<file path="src/rtl/ripple_sampler_pkg.sv">
// ---------------------------------------------------------------------------
// ripple_sampler_pkg
//
// Shared types and helpers for the ripple counter sampler.
//   state_t   : sampler FSM states (IDLE / SETTLE / HOLD)
//   cnt_width : width of a counter that must be able to hold 0..limit
// ---------------------------------------------------------------------------
package ripple_sampler_pkg;

   typedef enum logic [1:0] {
      IDLE   = 2'b00,
      SETTLE = 2'b01,
      HOLD   = 2'b10
   } state_t;

   localparam int DEF_STABLE_CNT  = 2;
   localparam int DEF_TIMEOUT_CYC = 16;

   // One extra bit over $clog2 so the terminal value itself is representable
   // (e.g. a limit of 16 needs 5 bits, not 4).
   function automatic int cnt_width(input int limit);
      return $clog2(limit) + 1;
   endfunction

   localparam int DEF_MATCH_W = cnt_width(DEF_STABLE_CNT);
   localparam int DEF_TMO_W   = cnt_width(DEF_TIMEOUT_CYC);

endpackage

</file>
<file path="src/rtl/bit_sync.sv">
// ---------------------------------------------------------------------------
// bit_sync
//
// Single-bit two-flop synchronizer into the clk domain.
//   clk   : destination clock
//   rst_n : asynchronous active-low reset, clears both stages
//   d     : asynchronous input bit
//   q     : synchronized bit, two rising edges behind d
// ---------------------------------------------------------------------------
module bit_sync (
   input  logic clk,
   input  logic rst_n,
   input  logic d,
   output logic q
);

   logic s1;

   // First stage may go metastable; second stage gives it a full cycle to resolve.
   always_ff @(posedge clk or negedge rst_n) begin
      if (!rst_n) begin
         s1 <= 1'b0;
         q  <= 1'b0;
      end else begin
         s1 <= d;
         q  <= s1;
      end
   end

endmodule

</file>
<file path="src/rtl/ripple_count_sampler.sv">
// ---------------------------------------------------------------------------
// ripple_count_sampler
//
// Synchronizes the raw ripple counter bits, waits until the synchronized
// value has been stable for STABLE_CNT consecutive compares (or forces a
// capture after TIMEOUT_CYC cycles), and presents the captured count, the
// delta since the previous capture and a wrap flag on a valid/ready port.
//
// Ports:
//   clk         : system clock, rising edge
//   rst_n       : asynchronous active-low reset
//   cnt_raw     : raw ripple counter bits, asynchronous to clk
//   sample_req  : request one capture (only honoured in IDLE)
//   out_ready   : consumer accepts the presented result
//   out_valid   : result available
//   out_count   : captured count
//   out_delta   : out_count minus previous capture, mod 2^WIDTH
//   out_wrap    : out_count is below the previous capture
//   timeout_err : result was force-captured at timeout
//   busy        : state is not IDLE
// ---------------------------------------------------------------------------
module ripple_count_sampler #(
   parameter int WIDTH       = 4,
   parameter int STABLE_CNT  = 2,
   parameter int TIMEOUT_CYC = 16
) (
   input  logic             clk,
   input  logic             rst_n,
   input  logic [WIDTH-1:0] cnt_raw,
   input  logic             sample_req,
   input  logic             out_ready,
   output logic             out_valid,
   output logic [WIDTH-1:0] out_count,
   output logic [WIDTH-1:0] out_delta,
   output logic             out_wrap,
   output logic             timeout_err,
   output logic             busy
);

   import ripple_sampler_pkg::*;

   localparam int MW = cnt_width(STABLE_CNT);
   localparam int TW = cnt_width(TIMEOUT_CYC);

   state_t           state;
   state_t           next_state;
   logic [WIDTH-1:0] sync2;
   logic [WIDTH-1:0] prev;
   logic [WIDTH-1:0] last_count;
   logic [MW-1:0]    match_cnt;
   logic [TW-1:0]    tmo_cnt;
   logic [MW-1:0]    match_inc;
   logic [TW-1:0]    tmo_inc;
   logic             same;
   logic             stable_hit;
   logic             tmo_hit;
   logic             cap_en;
   logic             cap_tmo;
   logic [WIDTH-1:0] cap_val;

   // Every counter bit gets its own synchronizer; nothing else touches cnt_raw.
   for (genvar i = 0; i < WIDTH; i++) begin : g_sync
      bit_sync u_sync (
         .clk   (clk),
         .rst_n (rst_n),
         .d     (cnt_raw[i]),
         .q     (sync2[i])
      );
   end

   // Stable capture is judged on the incremented match count so it fires on
   // the very compare that makes the run long enough.
   assign same       = (sync2 == prev);
   assign match_inc  = match_cnt + 1'b1;
   assign tmo_inc    = tmo_cnt + 1'b1;
   assign stable_hit = same && (match_inc == MW'(STABLE_CNT));
   assign tmo_hit    = (tmo_inc == TW'(TIMEOUT_CYC));

   // State register.
   always_ff @(posedge clk or negedge rst_n) begin
      if (!rst_n) begin
         state <= IDLE;
      end else begin
         state <= next_state;
      end
   end

   // Next-state logic.
   always_comb begin
      next_state = state;
      case (state)
         IDLE:    if (sample_req) next_state = SETTLE;
         SETTLE:  if (stable_hit || tmo_hit) next_state = HOLD;
         HOLD:    if (out_valid && out_ready) next_state = IDLE;
         default: next_state = IDLE;
      endcase
   end

   // Output/control decode; a stable capture takes priority over a timeout
   // landing on the same edge.
   always_comb begin
      busy    = (state != IDLE);
      cap_en  = (state == SETTLE) && (stable_hit || tmo_hit);
      cap_tmo = !stable_hit;
      cap_val = stable_hit ? prev : sync2;
   end

   // Datapath: settle tracking, capture and result handshake.
   always_ff @(posedge clk or negedge rst_n) begin
      if (!rst_n) begin
         prev        <= '0;
         last_count  <= '0;
         match_cnt   <= '0;
         tmo_cnt     <= '0;
         out_valid   <= 1'b0;
         out_count   <= '0;
         out_delta   <= '0;
         out_wrap    <= 1'b0;
         timeout_err <= 1'b0;
      end else begin
         case (state)
            IDLE: begin
               if (sample_req) begin
                  prev      <= sync2;
                  match_cnt <= '0;
                  tmo_cnt   <= '0;
               end
            end
            SETTLE: begin
               tmo_cnt <= tmo_inc;
               if (same) begin
                  match_cnt <= match_inc;
               end else begin
                  match_cnt <= '0;
                  prev      <= sync2;
               end
               if (cap_en) begin
                  out_count   <= cap_val;
                  out_delta   <= cap_val - last_count;
                  out_wrap    <= (cap_val < last_count);
                  timeout_err <= cap_tmo;
                  last_count  <= cap_val;
                  out_valid   <= 1'b1;
               end
            end
            HOLD: begin
               if (out_valid && out_ready) begin
                  out_valid <= 1'b0;
               end
            end
            default: ;
         endcase
      end
   end

endmodule
</file>
<file path="config.mk">
export PLATFORM = sky130hd
export DESIGN_NAME = ripple_count_sampler
export DESIGN_NICKNAME = d
export VERILOG_FILES = /design/src/rtl/ripple_sampler_pkg.sv /design/src/rtl/bit_sync.sv /design/src/rtl/ripple_count_sampler.sv
export SDC_FILE = /design/constraint.sdc
export NUM_CORES = 1
export LEC_CHECK = 0
export ABC_CLOCK_PERIOD_IN_PS = 1900
export BUFFER_PORTS_ARGS = -buffer_cell sky130_fd_sc_hd__buf_2
export CORE_MARGIN = 2
export CORE_UTILIZATION = 44
export CTS_CLUSTER_SIZE = 20
export DETAILED_ROUTE_END_ITERATION = 16
export GPL_ROUTABILITY_DRIVEN = 0
export GPL_TIMING_DRIVEN = 1
export PLACE_DENSITY = 0.68
export SYNTH_ARGS = -nofsm -noshare
export SYNTH_HDL_FRONTEND = slang
export SYNTH_SLANG_ARGS = --single-unit
export TNS_END_PERCENT = 5
</file>
<file path="constraint.sdc">
create_clock -name clk -period 1.9 [get_ports clk]
set_input_delay 0.57 -clock clk [delete_from_list [all_inputs] [get_ports clk]]
set_output_delay 0.57 -clock clk [all_outputs]
set_load 0.05 [all_outputs]
</file>
After elaboration in Yosys (flattened, before gate mapping) --
Cells that the tools add are included.
Word-level totals: register bits 32, bits of input ports 8, output and inout port bits 12, word-level logic and storage cells 61
Cells by class: $add $sub $neg 3, magnitude comparators 1, equal/unequal tests 10, mux-type cells 16, reduce and logical (&&, ||, !) cells 14
Operators by type and width (number):
- $mux W4 | 3
- $mux W2 | 5
- $ne A2 B2 Y1 const B | 5
- $pmux W5 S2 | 1
- $reduce_and A3 Y1 | 3
- $pmux W4 S2 | 1
- $pmux W2 S3 | 1
- $reduce_bool A2 Y1 | 3
- $add A5 B1 Y5 const B | 1
- $eq A5 B5 Y1 const B | 1
- $mux W5 | 1
- $eq A2 B2 Y1 const B | 2
- $eq A4 B4 Y1 | 1
- $lt A4 B4 Y1 | 1
- $pmux W2 S2 | 1
- $reduce_and A2 Y1 | 2
- $sub A4 B4 Y4 | 1
- $logic_and A1 B1 Y1 | 3
- $add A2 B1 Y2 const B | 1
- $eq A2 B1 Y1 const B | 1
- $logic_not A2 Y1 | 1
- $mux W1 | 2
- $pmux W1 S2 | 1
- $logic_not A1 Y1 | 1
- $logic_or A1 B1 Y1 | 1

Depth between registers and ports, before layout --
Gate-level depths: netlist (run 1).
depth after elaboration 7, depth in mapped cells 7, depth with buffers taken out 7

By module --
From an unflattened synthesis (run 1), not the netlist that was laid out.
Second synthesis, totals: cells, all modules 117, area, all modules 1447.6 um^2
Modules (own cells, without submodules):
- ripple_count_sampler | instances 1, cells an instance 109, area each 1247.4 um^2, sequential area each 600.6 um^2
- bit_sync | instances 4, cells an instance 2, area each 50.0 um^2, sequential area each 50.0 um^2

Least setup slack after synthesis (run 1) --
Ideal clock, no wire load.
kind register to register, from register g_sync[1].u_sync.q, to register out_delta[3], setup time 0.125 ns, arrival 1.882 ns, required time 1.775 ns, slack -0.107 ns, stages on the path, launching flop included 7, buffers on the path 1, period minus slack after synthesis 2.007 ns, path through dfrtp_1 > dlygate4sd3_1 > ha_1 > a21o_1 > a21oi_1 > xnor2_1 > mux2_4
On the way: elaborated cells between the ends (all ways) 7, those cells by class 1 x add/sub; 1 x eq/ne; 1 x mux; 4 x reduce/logical
RTL lines:
- start: declaration | RTL line bit_sync.sv:14 | output logic q
- start signal: assignment | RTL line bit_sync.sv:23 | q <= 1'b0;
- start signal: assignment | RTL line bit_sync.sv:26 | q <= s1;
- $eq A4 B4 Y1 | RTL line ripple_count_sampler.sv:73 | assign same = (sync2 == prev);
- $logic_and A1 B1 Y1 | RTL line ripple_count_sampler.sv:76 | assign stable_hit = same && (match_inc == MW'(STABLE_CNT));
- $mux W4 * | RTL line ripple_count_sampler.sv:105 | cap_val = stable_hit ? prev : sync2;
- via cap_val[1] | RTL line ripple_count_sampler.sv:59 | logic [WIDTH-1:0] cap_val;
- $sub A4 B4 Y4 * | RTL line ripple_count_sampler.sv:139 | out_delta <= cap_val - last_count;
- end signal: assignment | RTL line ripple_count_sampler.sv:139
- end: declaration | RTL line ripple_count_sampler.sv:34 | output logic [WIDTH-1:0] out_delta,
The timed path passes the listed nets; every way through them passes the cells marked *. A chain may end at the register's enable or synchronous reset.

Final worst setup path (run 1) --
from register state[0], to output port busy
On the way: word-level cells in the longest chain between the ends 1
RTL lines:
- start: declaration | RTL line ripple_count_sampler.sv:45 | state_t state;
- start signal: assignment | RTL line ripple_count_sampler.sv:84 | state <= next_state;
- $reduce_bool A2 Y1 | RTL line ripple_count_sampler.sv:102 | busy = (state != IDLE);
- end: declaration | RTL line ripple_count_sampler.sv:37 | output logic busy
No other way between the ends.

==> results_dict.tcl, run 1 <==
set metrics [dict create \
    clk_latency_ns 0.34 \
    first_global_vias 899 \
    fin_cells 188 \
    synthTopCellsByArea "dfrtp_1, mux2_4, ha_1" \
    die_y_um 61.5 \
    async_reset_ff_share_pct 100 \
    hold_slack_ns 0.260 \
    fp.dieW_um 61.5 \
    post-route-util_pct 54.9 \
    slowest_delay_ns 0.45 \
    period_share_pct 95.8 \
    fin_crit_ns 1.82 \
    n_antenna_cell 0 \
    reg2reg_slack_ns 0.09 \
    synth_compound_area_share_pct 9.55 \
    cts_sinks 32 \
    tightest_slew_ns 0.679 \
    cp_cell_sequence "or2_2, buf_6" \
    synth_cell_types 30 \
    synth_commonest_cells "dfrtp_1, nand2_1, inv_1, o21ai_0" \
    synth_mux_area_share_pct 11.0 \
    synth_cells 117 \
    firstDrtPassIters 2 \
    critical_path.top_delay_family "flip-flops" \
    cts_inserted_buffers 5 \
    drc 0 \
    wl_mm 2.30 \
    nNetsFinal 158 \
    synth.most_common_cell "dfrtp_1" \
    vias 901 \
    critPathSlowestCell "dfrtp_2" \
    dpl.hpwl_mm 1.69 \
    area_growth_pct 17.1 \
    yosys.area_share.adder_pct 6.54 \
    final-seq-area_um2 802 \
    ys_ff_latch 32 \
    path_buf_inv 1 \
    synth_top_family_by_area "multiplexers" \
    skew_ns 0.0135 \
    cts_tree "yes" \
    netlist_area_um2 1450 \
    drtIter0Drc 14 \
    p_total_mw 2.84 \
    grt.overflow.total 0 \
    drive_above_1_share_pct 35.4 \
    preCtsSetupSlack_ns 0.0390 \
    worst_slack_ns 0.0796 \
    syn_area_per_cell_um2 12.4 \
    worstHoldPathType "input port to asynchronous set/reset pin" \
    maxCapViolCount 0 \
    die-area_um2 3780 \
    wire_per_inst_um 12.2 \
    required_ns 1.33 \
    multiInputGateArea_um2 598 \
    max_slew_margin_pct 54.7 \
    num_rows 20 \
    dpl.cell_count 179 \
    fill_cells 287 \
    start_util_pct 46.9 \
    yosysTopAreaCell "dfrtp_1" \
    cts_root_buf "clkbuf_4" \
    setup_tns_ns 0 \
    portBuffers 19 \
    maxSlewViolCount 0 \
    fmax_mhz 549 \
    end_kind "primary output" \
    ant_nets 0 \
    critical_path_class "flop to primary output" \
    powerDensity_nw_per_um2 1670 \
    setup_viol 0 \
    grt_start_max_net_pins 33 \
    synth_xor_area_share_pct 4.82 \
    track_usage_pct 15.4 \
    yosys.area_share.simple_pct 8.69 \
    final_hold_viol_count 0 \
    rsz0062_at_grt "false" \
    dpl-instance-area_um2 1610 \
    antenna_found_initial 0 \
    clkTransAtPathRegs_ns 0.11 \
    ys.warnings.count 0 \
    syn_nets 132 \
    design.core.area_um2 3100 \
    synth_edf_count 0 \
    status "completed" \
    startpoint_type "flop" \
    cp_max_fo 5 \
    finalInstanceArea_um2 1700 \
    grt_pass1_wl_mm 3.99 \
    ctsLongestPathBuffers 2 \
    io_pins 20 \
    synth-main-ff-cell "dfrtp_1" \
    worstPathArrival_ns 1.25 \
    p_leak_nw 0.796 \
    synth_top_area_share_pct 55.1 \
    viasPerCell 4.79 \
    htree_num_levels 2 \
    seq_area_frac_synth_pct 55.1 \
    ir_worst_vdd_v 0.00102 \
]
==> worst paths after layout <==
check | startpoint | end | depth (start not counted)
worst max register to register | prev[0] | last_count[3] | 6
worst min-delay path | rst_n | state[0] | 1
worst max-delay path | state[0] | busy | 2
min in group clk | cnt_raw[0] | g_sync[0].u_sync.s1 | 1
max in group asynchronous | rst_n | state[0] | 1
worst min register to register | g_sync[3].u_sync.s1 | g_sync[3].u_sync.q | 0
==> cells by family (layout without fill, tap and decap cells) <==
family,count (synthesis),after routing
AOI/OAI and AO/OA,21,21
xor gates and xnor gates,8,8
and+or+nand+nor,24,24
muxes,12,12
adders and majority gates,7,7
DFF,32,32
buffers and inverters,13,40
==> state kept, by name, summed over array words and instances (netlist names) <==
register          count
out_wrap              1
last_count            4
match_cnt             2
timeout_err           1
out_valid             1
prev                  4
tmo_cnt               5
out_delta             4
g_sync.u_sync.q       4
state                 2
g_sync.u_sync.s1      4
==> area by class of cell <==
cell class / instances / share of cell area [%]
inverters: 8 / 1.76
well taps: 44 / 3.23
repair buffers: 24 / 8.89
clock buffers: 6 / 3.01
clock inverters: 2 / 0.882
multi-input cells: 72 / 35.1
flip-flops and latches: 32 / 47.1
==> metal layers <==
layer,vias to the layer above,track usage (%),part of all wire [%]
met5,-,0,0
met1,434,18.4,44
li1,444,-,-
met2,18,24.2,49
met4,0,10.0,2.4
met3,5,4.41,4.5
==> timing repair <==
action	CTS	global route
gates resized for setup	0	5
hold buffers	0	0
setup endpoints to repair	0	8
setup buffers	0	1
==> cell usage in the layout, fill, tap and decap left out, types with 2 or more instances in the layout <==
cell / n
a21o_1: 2
a21o_2: 2
a21oi_1: 4
buf_2: 18
buf_4: 4
clkbuf_4: 5
clkinvlp_4: 2
dfrtp_1: 31
ha_1: 6
inv_1: 8
mux2_2: 4
mux2_4: 7
nand2_1: 11
nand3_1: 3
nor2_1: 3
nor2b_1: 2
o21ai_0: 8
xor2_1: 7
==> report_power, final <==
| part | switching (mW) | internal, mW |
|---|---|---|
| Clock | 0.241 | 0.179 |
| Sequential | 0.184 | 0.899 |
| Combinational | 0.823 | 0.511 |
No activity file was read; power rests on OpenSTA's default activity.
==> run 2: changes to the inputs <==
--- a/config.mk
+++ b/config.mk
@@ -5,7 +5,7 @@
 export SDC_FILE = /design/constraint.sdc
 export NUM_CORES = 1
 export LEC_CHECK = 0
-export ABC_CLOCK_PERIOD_IN_PS = 1900
+export ABC_CLOCK_PERIOD_IN_PS = 2200
 export BUFFER_PORTS_ARGS = -buffer_cell sky130_fd_sc_hd__buf_2
 export CORE_MARGIN = 2
 export CORE_UTILIZATION = 44
@@ -13,7 +13,7 @@
 export DETAILED_ROUTE_END_ITERATION = 16
 export GPL_ROUTABILITY_DRIVEN = 0
 export GPL_TIMING_DRIVEN = 1
-export PLACE_DENSITY = 0.68
+export PLACE_DENSITY = 0.66
 export SYNTH_ARGS = -nofsm -noshare
 export SYNTH_HDL_FRONTEND = slang
 export SYNTH_SLANG_ARGS = --single-unit
==> constraint.sdc (replaced) <==
create_clock -name clk -period 2.2 [get_ports clk]
set_input_delay 0.66 -clock clk [delete_from_list [all_inputs] [get_ports clk]]
set_output_delay 0.66 -clock clk [all_outputs]
set_load 0.05 [all_outputs]
==> results_dict.tcl, run 2 (same netlist as run 1, synthesis figures left out) <==
set metrics [dict create \
    portBuffers 19 \
    worstPathArrival_ns 2.22 \
    clk_latency_ns 0.32 \
    post-route-util_pct 54.4 \
    fp.dieW_um 61.5 \
    dpl.hpwl_mm 1.70 \
    die_y_um 61.5 \
    grt_pass1_wl_mm 4.02 \
    period_share_pct 90.8 \
    wl_mm 2.31 \
    hold_buffers 0 \
    setup_tns_ns 0 \
    post_cts_buffers 0 \
    design.core.area_um2 3100 \
    cts_sinks 32 \
    antenna_found_initial 0 \
    ctsResizeCount 0 \
    end_kind "flop" \
    skew_ns 0.00340 \
    n_antenna_cell 0 \
    htree_num_levels 2 \
    final_cell_mix "dfrtp_1, buf_2, nand2_1" \
    reg2reg_from "g_sync[1].u_sync.q" \
    dpl.cell_count 178 \
    rsz0062_at_grt "false" \
    num_rows 20 \
    grt.overflow.total 0 \
    drive_above_1_share_pct 33.8 \
    final_common_cell "dfrtp_1" \
    area_growth_pct 16.2 \
    nNetsFinal 156 \
    ff2ff_path_depth 6 \
    io_pins 20 \
    vias 878 \
    required_ns 2.42 \
    cts_tree "yes" \
    max_slew_margin_pct 54.5 \
    wire_per_inst_um 12.4 \
    maxSlewViolCount 0 \
    setup_viol 0 \
    maxCapViolCount 0 \
    cp_max_fo 8 \
    die-area_um2 3780 \
    p_leak_nw 0.801 \
    track_usage_pct 15.4 \
    critical_path_class "flop to flop" \
    status "completed" \
    firstDrtPassIters 3 \
    start_util_pct 46.9 \
    drc 0 \
    fin_cells 186 \
    clkTransAtPathRegs_ns 0.09 \
    ant_nets 0 \
    drtIter0Drc 31 \
    ctsLongestPathBuffers 2 \
    largest_register_ffs 5 \
    tightest_slew_ns 0.683 \
    cts_inserted_buffers 5 \
    first_global_vias 916 \
    grt_start_max_net_pins 33 \
    powerDensity_nw_per_um2 1510 \
    viasPerCell 4.72 \
    startpoint_type "flop" \
    final_hold_viol_count 0 \
    reg2reg_slack_ns 0.20 \
    cts_root_buf "clkbuf_4" \
    fmax_mhz 500 \
    worstHoldPathType "input port to asynchronous set/reset pin" \
    top_register "tmo_cnt" \
    reg2reg_to "last_count[0]" \
    fin_crit_ns 2.00 \
    ir_worst_vdd_v 0.000633 \
]
## run 2: area by class of cell
type                    instances  area (um^2)
fillers                       284         1410
flip-flops and latches         32          801
repair buffers                 22          118
clock inverters                 1         30.0
clock buffers                   7         65.1
inverters                       8         30.0
multi-input cells              72          591
well taps                      44         55.1
## run 2: worst max path at each step
stage | slack [ns] | start | cells after the start | end
after floorplan | 0.19 | g_sync[1].u_sync.q | 6 | out_delta[3]
after global placement | 0.26 | g_sync[1].u_sync.q | 6 | last_count[0]
after detailed placement | 0.20 | g_sync[1].u_sync.q | 6 | last_count[0]
after CTS | 0.19 | g_sync[1].u_sync.q | 6 | last_count[0]
after global routing | 0.07 | g_sync[1].u_sync.q | 6 | last_count[0]
final | 0.20 | g_sync[1].u_sync.q | 6 | last_count[0]
## run 2: through the flow
stage / power (mW) / cell area (um^2) / hold slack (ns) / worst slack [ns]
global placement: 2.04 / 1590 / 0.333 / 0.260
floorplan: 1.81 / 1450 / 0.331 / 0.193
finish: 2.54 / 1690 / 0.356 / 0.202
CTS: 2.58 / 1690 / 0.359 / 0.188
detailed placement: 2.07 / 1590 / 0.336 / 0.203
global route: 2.74 / 1690 / 0.367 / 0.0740
## run 2: worst max-delay path, stage by stage (launching register included)
cell     delay (ns)
dfrtp_1        0.45
xor2_1         0.21
nor4_4         0.31
nand2_2        0.10
a21oi_2        0.23
buf_4          0.24
mux2_2         0.35
## run 2: power by group
| group | leakage [nW] | internal [mW] | switching [mW] |
|---|---|---|---|
| Combinational | 0.360 | 0.417 | 0.698 |
| Clock | 0.0515 | 0.302 | 0.192 |
| Sequential | 0.389 | 0.774 | 0.161 |
## run 2: routing by layer
layer	up-vias	track usage, %	wire length [um]
li1	436	-	-
met1	423	19.2	1090
met5	-	0	0
met3	2	5.67	96
met2	17	22.9	1100
met4	0	9.12	25
